--- config.mk ---
export PLATFORM = sky130hd
export DESIGN_NAME = divisor_secuencial
export DESIGN_NICKNAME = d
export VERILOG_FILES = /design/src/rtl/divisor_secuencial.sv
export SDC_FILE = /design/constraint.sdc
export NUM_CORES = 1
export LEC_CHECK = 0
export ABC_AREA = 1
export CAP_MARGIN = 20
export CORE_MARGIN = 10
export CORE_UTILIZATION = 45
export CTS_BUF_LIST = sky130_fd_sc_hd__clkbuf_16
export DETAILED_ROUTE_END_ITERATION = 8
export PLACE_DENSITY = 0.75
export SETUP_SLACK_MARGIN = 0.3
export SYNTH_ARGS = -nofsm -noshare
export SYNTH_HDL_FRONTEND = slang
export SYNTH_SLANG_ARGS = --single-unit
export TNS_END_PERCENT = 50
--- constraint.sdc ---
create_clock -name clk -period 3.7 [get_ports clk]
set_input_delay 0.925 -clock clk [delete_from_list [all_inputs] [get_ports clk]]
set_output_delay 0.925 -clock clk [all_outputs]
set_load 0.02 [all_outputs]
--- src/rtl/divisor_secuencial.sv ---
// Sequential signed fixed-point divider, restoring, one quotient bit per clock.
// Define DIVISOR_ROUND_EN for round-half-away-from-zero (one extra iteration).
module divisor_secuencial #(
    parameter int N    = 25,
    parameter int FRAC = 10
) (
    input  logic         clk,
    input  logic         rst_n,
    input  logic         start,
    input  logic [N-1:0] a,
    input  logic [N-1:0] b,
    output logic [N-1:0] y,
    output logic         busy,
    output logic         done,
    output logic         overflow,
    output logic         div0
);

`ifdef DIVISOR_ROUND_EN
    localparam int RND = 1;
`else
    localparam int RND = 0;
`endif

    // Quotient bits produced by CALC (one guard bit when rounding).
    localparam int W  = N + FRAC + RND;
    localparam int CW = $clog2(W + 1);

    localparam logic [N-1:0] Y_MAX   = {1'b0, {(N-1){1'b1}}};
    localparam logic [N-1:0] Y_MIN   = {1'b1, {(N-1){1'b0}}};
    localparam logic [W-1:0] LIM_POS = {{(W-N){1'b0}}, Y_MAX};
    localparam logic [W-1:0] LIM_NEG = {{(W-N){1'b0}}, Y_MIN};

    typedef enum logic [1:0] {
        S_IDLE,
        S_CALC,
        S_FIX,
        S_DONE
    } state_t;

    state_t r_state;
    state_t w_state_nxt;

    logic [W-1:0]  r_quo;
    logic [N:0]    r_rem;
    logic [N-1:0]  r_b;
    logic [CW-1:0] r_cnt;
    logic          r_sign;
    logic          r_sa;
    logic          r_bz;

    logic [N-1:0]  r_y;
    logic          r_busy;
    logic          r_done;
    logic          r_ovf;
    logic          r_div0;

    logic [N-1:0]  w_abs_a;
    logic [N-1:0]  w_abs_b;
    logic [N+1:0]  w_shift;
    logic          w_ge;
    logic [N:0]    w_sub;
    logic          w_last;

    logic [W-1:0]  w_mag;
    logic [W-1:0]  w_lim;
    logic          w_ovf;
    logic [N-1:0]  w_mag_n;
    logic [N-1:0]  w_y;

    // Operand magnitudes; the most negative value maps to 2^(N-1) unsigned.
    always_comb begin
        w_abs_a = a[N-1] ? (~a + 1'b1) : a;
        w_abs_b = b[N-1] ? (~b + 1'b1) : b;
    end

    // One restoring step: shift in the next dividend bit, subtract if it fits.
    always_comb begin
        w_shift = {r_rem, r_quo[W-1]};
        w_ge    = (w_shift >= {2'b00, r_b});
        w_sub   = w_shift[N:0] - {1'b0, r_b};
        w_last  = (r_cnt == CW'(W - 1));
    end

    // Final magnitude, saturation against the limit of the result sign.
    always_comb begin
`ifdef DIVISOR_ROUND_EN
        w_mag = {1'b0, r_quo[W-1:1]} + {{(W-1){1'b0}}, r_quo[0]};
`else
        w_mag = r_quo;
`endif
        w_lim   = r_sign ? LIM_NEG : LIM_POS;
        w_ovf   = (w_mag > w_lim);
        w_mag_n = w_ovf ? w_lim[N-1:0] : w_mag[N-1:0];
        w_y     = (r_sign && (w_mag_n != '0)) ? (~w_mag_n + 1'b1) : w_mag_n;
    end

    // State register.
    always_ff @(posedge clk) begin
        if (!rst_n) begin
            r_state <= S_IDLE;
        end else begin
            r_state <= w_state_nxt;
        end
    end

    // Next-state logic: IDLE -> CALC (W steps) -> FIX -> DONE -> IDLE.
    always_comb begin
        w_state_nxt = r_state;
        unique case (r_state)
            S_IDLE: if (start) w_state_nxt = S_CALC;
            S_CALC: if (w_last) w_state_nxt = S_FIX;
            S_FIX:  w_state_nxt = S_DONE;
            S_DONE: w_state_nxt = S_IDLE;
            default: w_state_nxt = S_IDLE;
        endcase
    end

    // Datapath and registered outputs.
    always_ff @(posedge clk) begin
        if (!rst_n) begin
            r_quo  <= '0;
            r_rem  <= '0;
            r_b    <= '0;
            r_cnt  <= '0;
            r_sign <= 1'b0;
            r_sa   <= 1'b0;
            r_bz   <= 1'b0;
            r_y    <= '0;
            r_busy <= 1'b0;
            r_done <= 1'b0;
            r_ovf  <= 1'b0;
            r_div0 <= 1'b0;
        end else begin
            r_done <= 1'b0;
            unique case (r_state)
                S_IDLE: begin
                    if (start) begin
                        r_quo  <= {w_abs_a, {(FRAC+RND){1'b0}}};
                        r_rem  <= '0;
                        r_b    <= w_abs_b;
                        r_cnt  <= '0;
                        r_sign <= a[N-1] ^ b[N-1];
                        r_sa   <= a[N-1];
                        r_bz   <= (b == '0);
                        r_busy <= 1'b1;
                    end
                end
                S_CALC: begin
                    r_rem <= w_ge ? w_sub : w_shift[N:0];
                    r_quo <= {r_quo[W-2:0], w_ge};
                    r_cnt <= r_cnt + 1'b1;
                end
                S_FIX: begin
                    if (r_bz) begin
                        r_y    <= r_sa ? Y_MIN : Y_MAX;
                        r_ovf  <= 1'b1;
                        r_div0 <= 1'b1;
                    end else begin
                        r_y    <= w_y;
                        r_ovf  <= w_ovf;
                        r_div0 <= 1'b0;
                    end
                end
                S_DONE: begin
                    r_done <= 1'b1;
                    r_busy <= 1'b0;
                end
                default: begin
                    r_busy <= 1'b0;
                end
            endcase
        end
    end

    assign y        = r_y;
    assign busy     = r_busy;
    assign done     = r_done;
    assign overflow = r_ovf;
    assign div0     = r_div0;

endmodule

==> flow_summary.json <==
{
  "status": "finished clean",
  "die_height_um": 163,
  "first_iter_violations": 686,
  "synth-main-ff-cell": "dfxtp_1",
  "dp_slack_ps": 204,
  "clk_pin_slew_ps": 60,
  "peakVddDrop_uv": 1100,
  "setup_viol": 0,
  "tightest_slew_ps": 832,
  "cp.required_ps": 4010,
  "cts_buffers": 17,
  "async_reset_ff_share_pct": 0,
  "track_usage_pct": 19.8,
  "syn-num-nets": 1525,
  "wl_um": 27200,
  "clock_path_buffers": 2,
  "synth.area.top_cells": "dfxtp_1 27%, nand2_1 13%, a21oi_1 10%",
  "final_layout_size_suffix_gt1_share_pct": 9.61,
  "powerDensity_mw_per_mm2": 1070,
  "min_path_type": "flop to flop",
  "portBuffers": 81,
  "synth-seq-cells": 126,
  "synth_most_common_cell": "nand2_1",
  "gp_congestion": 0.972,
  "pin_count": 82,
  "synth_top_area_share_pct": 27.4,
  "syn_avg_cell_area_um2": 6.51,
  "num_antenna_cells": 0,
  "hold_violations": 0,
  "die_w_um": 163,
  "first_pass_iters": 5,
  "critPathMaxFanout": 13,
  "final_antenna_net_count": 0,
  "slew-limit-headroom_pct": 44.6,
  "worstSetupPathType": "flop to flop",
  "synthCells": 1412,
  "yosysTopAreaCell": "dfxtp_1",
  "num_vias": 9806,
  "timing.final.ws_setup_ps": 395,
  "viasPerCell": 5.48,
  "max_cap_violations": 0,
  "antenna_found_initial": 0,
  "netlist_area_mm2": 0.00920,
  "die_area_mm2": 0.0266,
  "total_power_w": 0.0120,
  "cp-end-kind": "flop",
  "slew_viol_final": 0,
  "fin_crit_sh_pct": 89.3,
  "core_area_mm2": 0.0202,
  "setup_tns_ps": 0,
  "ff2ff_setup_slack_ps": 400,
  "clock_sinks": 126,
  "synthTopCellsByCount": "317 x nand2_1, 192 x a21oi_1, 151 x inv_1, 129 x o21ai_0, 126 x dfxtp_1",
  "synth_edf_count": 0,
  "nNetsFinal": 1621,
  "grt_pass1_wl_um": 43800,
  "grt_setup_unrepaired": "no",
  "grt.overflow.total": 0,
  "initial_utilization_pct": 45.6,
  "insertion_delay_ps": 430,
  "num-fill-cells": 1939,
  "wire_per_inst_um": 15.2,
  "drc": 0,
  "htreeDepth": 4,
  "leakagePower_nw": 4.93,
  "max_freq_mhz": 303,
  "place_inst": 1736,
  "area_growth_pct": 22.3,
  "ys_seq_area_share_pct": 27.4,
  "rows": 52,
  "placed_cell_area_mm2": 0.0104,
  "dpl.hpwl_um": 20000,
  "grt_pass1_vias": 9261,
  "critPathLaunchType": "flop",
  "stdcell_area_mm2": 0.0112,
  "fin_skew_ps": 9.50,
  "worstPathArrival_ps": 3620,
  "instances_no_fill": 1790,
  "grt_max_degree": 46,
  "yosys_warnings": 0,
  "cts_root_buf": "clkbuf_16",
  "cts_tree": "done",
  "yosysUniqueCellTypes": 50,
  "min_period_ps": 3300
}
timing repair:
action                     CTS  global route
cloned                       0             3
hold buffers                 0             0
setup endpoints to repair   13            37
pin swaps                    0            25
setup buffers                0            20
resized for setup            1            42
cell type report:
class | instances | area [um^2] | area share, %
inverters | 156 | 589 | 5.24
clock buffers | 17 | 425 | 3.78
multi-input cells | 1069 | 5980 | 53.1
well taps | 270 | 338 | 3.00
flip-flops and latches | 126 | 2530 | 22.5
repair buffers | 138 | 1300 | 11.6
clock inverters | 14 | 87.6 | 0.779
cells in the final DEF (no fill, tap or decap), types with 6 or more instances in the layout:
cell	n
xnor2_1	25
nand4_1	13
a31oi_1	10
a21oi_1	191
nor2_2	8
o211ai_1	28
nand2_1	307
clkinv_1	7
clkbuf_16	18
inv_1	151
nor2_1	96
clkdlybuf4s50_1	81
nor2_4	6
ha_1	55
o21ai_1	7
nand2_2	16
xor2_1	31
buf_4	50
dfxtp_1	125
o21ai_0	128
nor3_1	20
nand3_1	60
nor4_1	7
report_power, final:
| part | leakage (nW) | switching (W) | internal (W) |
|---|---|---|---|
| logic | 3.64 | 0.00527 | 0.00309 |
| registers | 1.03 | 0.000359 | 0.00181 |
| clock network | 0.263 | 0.000604 | 0.000891 |
| total | 4.93 | 0.00624 | 0.00580 |
through the flow:
| stage | hold WS, ps | utilization, % |
|---|---|---|
| 6_report | 470 | 55.8 |
| 5_1_grt | 498 | 55.8 |
| 4_1_cts | 469 | 54.0 |
| 3_5_place_dp | 461 | 51.4 |
| 3_3_place_gp | 456 | 51.4 |
| 2_1_floorplan | 445 | - |
state kept, by name (all words and copies together), names as in the netlist, 2 cells and up:
| register | cells |
|---|---|
| r_b | 25 |
| y | 25 |
| r_state | 2 |
| r_quo | 35 |
| r_cnt | 6 |
| r_rem | 26 |
path summary, 6_finish.rpt:
check,start,endpoint,cells after the start
worst max register to register,r_sign$_SDFFE_PN0P_,y[1]$_SDFFE_PN0P_,21
worst min-delay path,r_quo[29]$_SDFFE_PN0P_,r_quo[29]$_SDFFE_PN0P_,2
worst min register to register,r_quo[29]$_SDFFE_PN0P_,r_quo[29]$_SDFFE_PN0P_,2
worst max-delay path,r_sign$_SDFFE_PN0P_,y[1]$_SDFFE_PN0P_,21
layer usage:
metal	GRT usage, %	part of all wire, %	up-vias
met2	35.6	51	262
met3	3.64	4.6	61
met1	22.4	41	4549
met5	0	0	-
li1	-	-	4934
met4	8.07	3.4	0
critical path: stages, from the launching register on:
cell and delay (ps):
dfxtp_4 380, buf_12 160, ha_1 280, nand2_1 80, nor2_4 120, nand2_2 100
nor4b_4 290, nand3_2 190, nand2_4 150, nand2_2 80, nand2_4 90, ha_4 130
nand3_1 80, nor2_2 160, nand2_2 90, nor2_4 150, nand2_4 120, nand2_8 110
buf_8 130, nand2_1 100, nand3_1 100, a21oi_1 80
kinds of logic (layout without fill, tap and decap cells):
group                      Yosys count  in the layout  synth area share, %
AOI/OAI and AO/OA                  397            397                 23.6
and+or+nand+nor                    554            556                 25.9
DFF                                126            126                 27.4
xor gates and xnor gates            56             56                 5.33
adders and majority gates           60             60                 8.24
buffers and inverters              219            325                 9.55
Power figures use the tool's default switching activity.
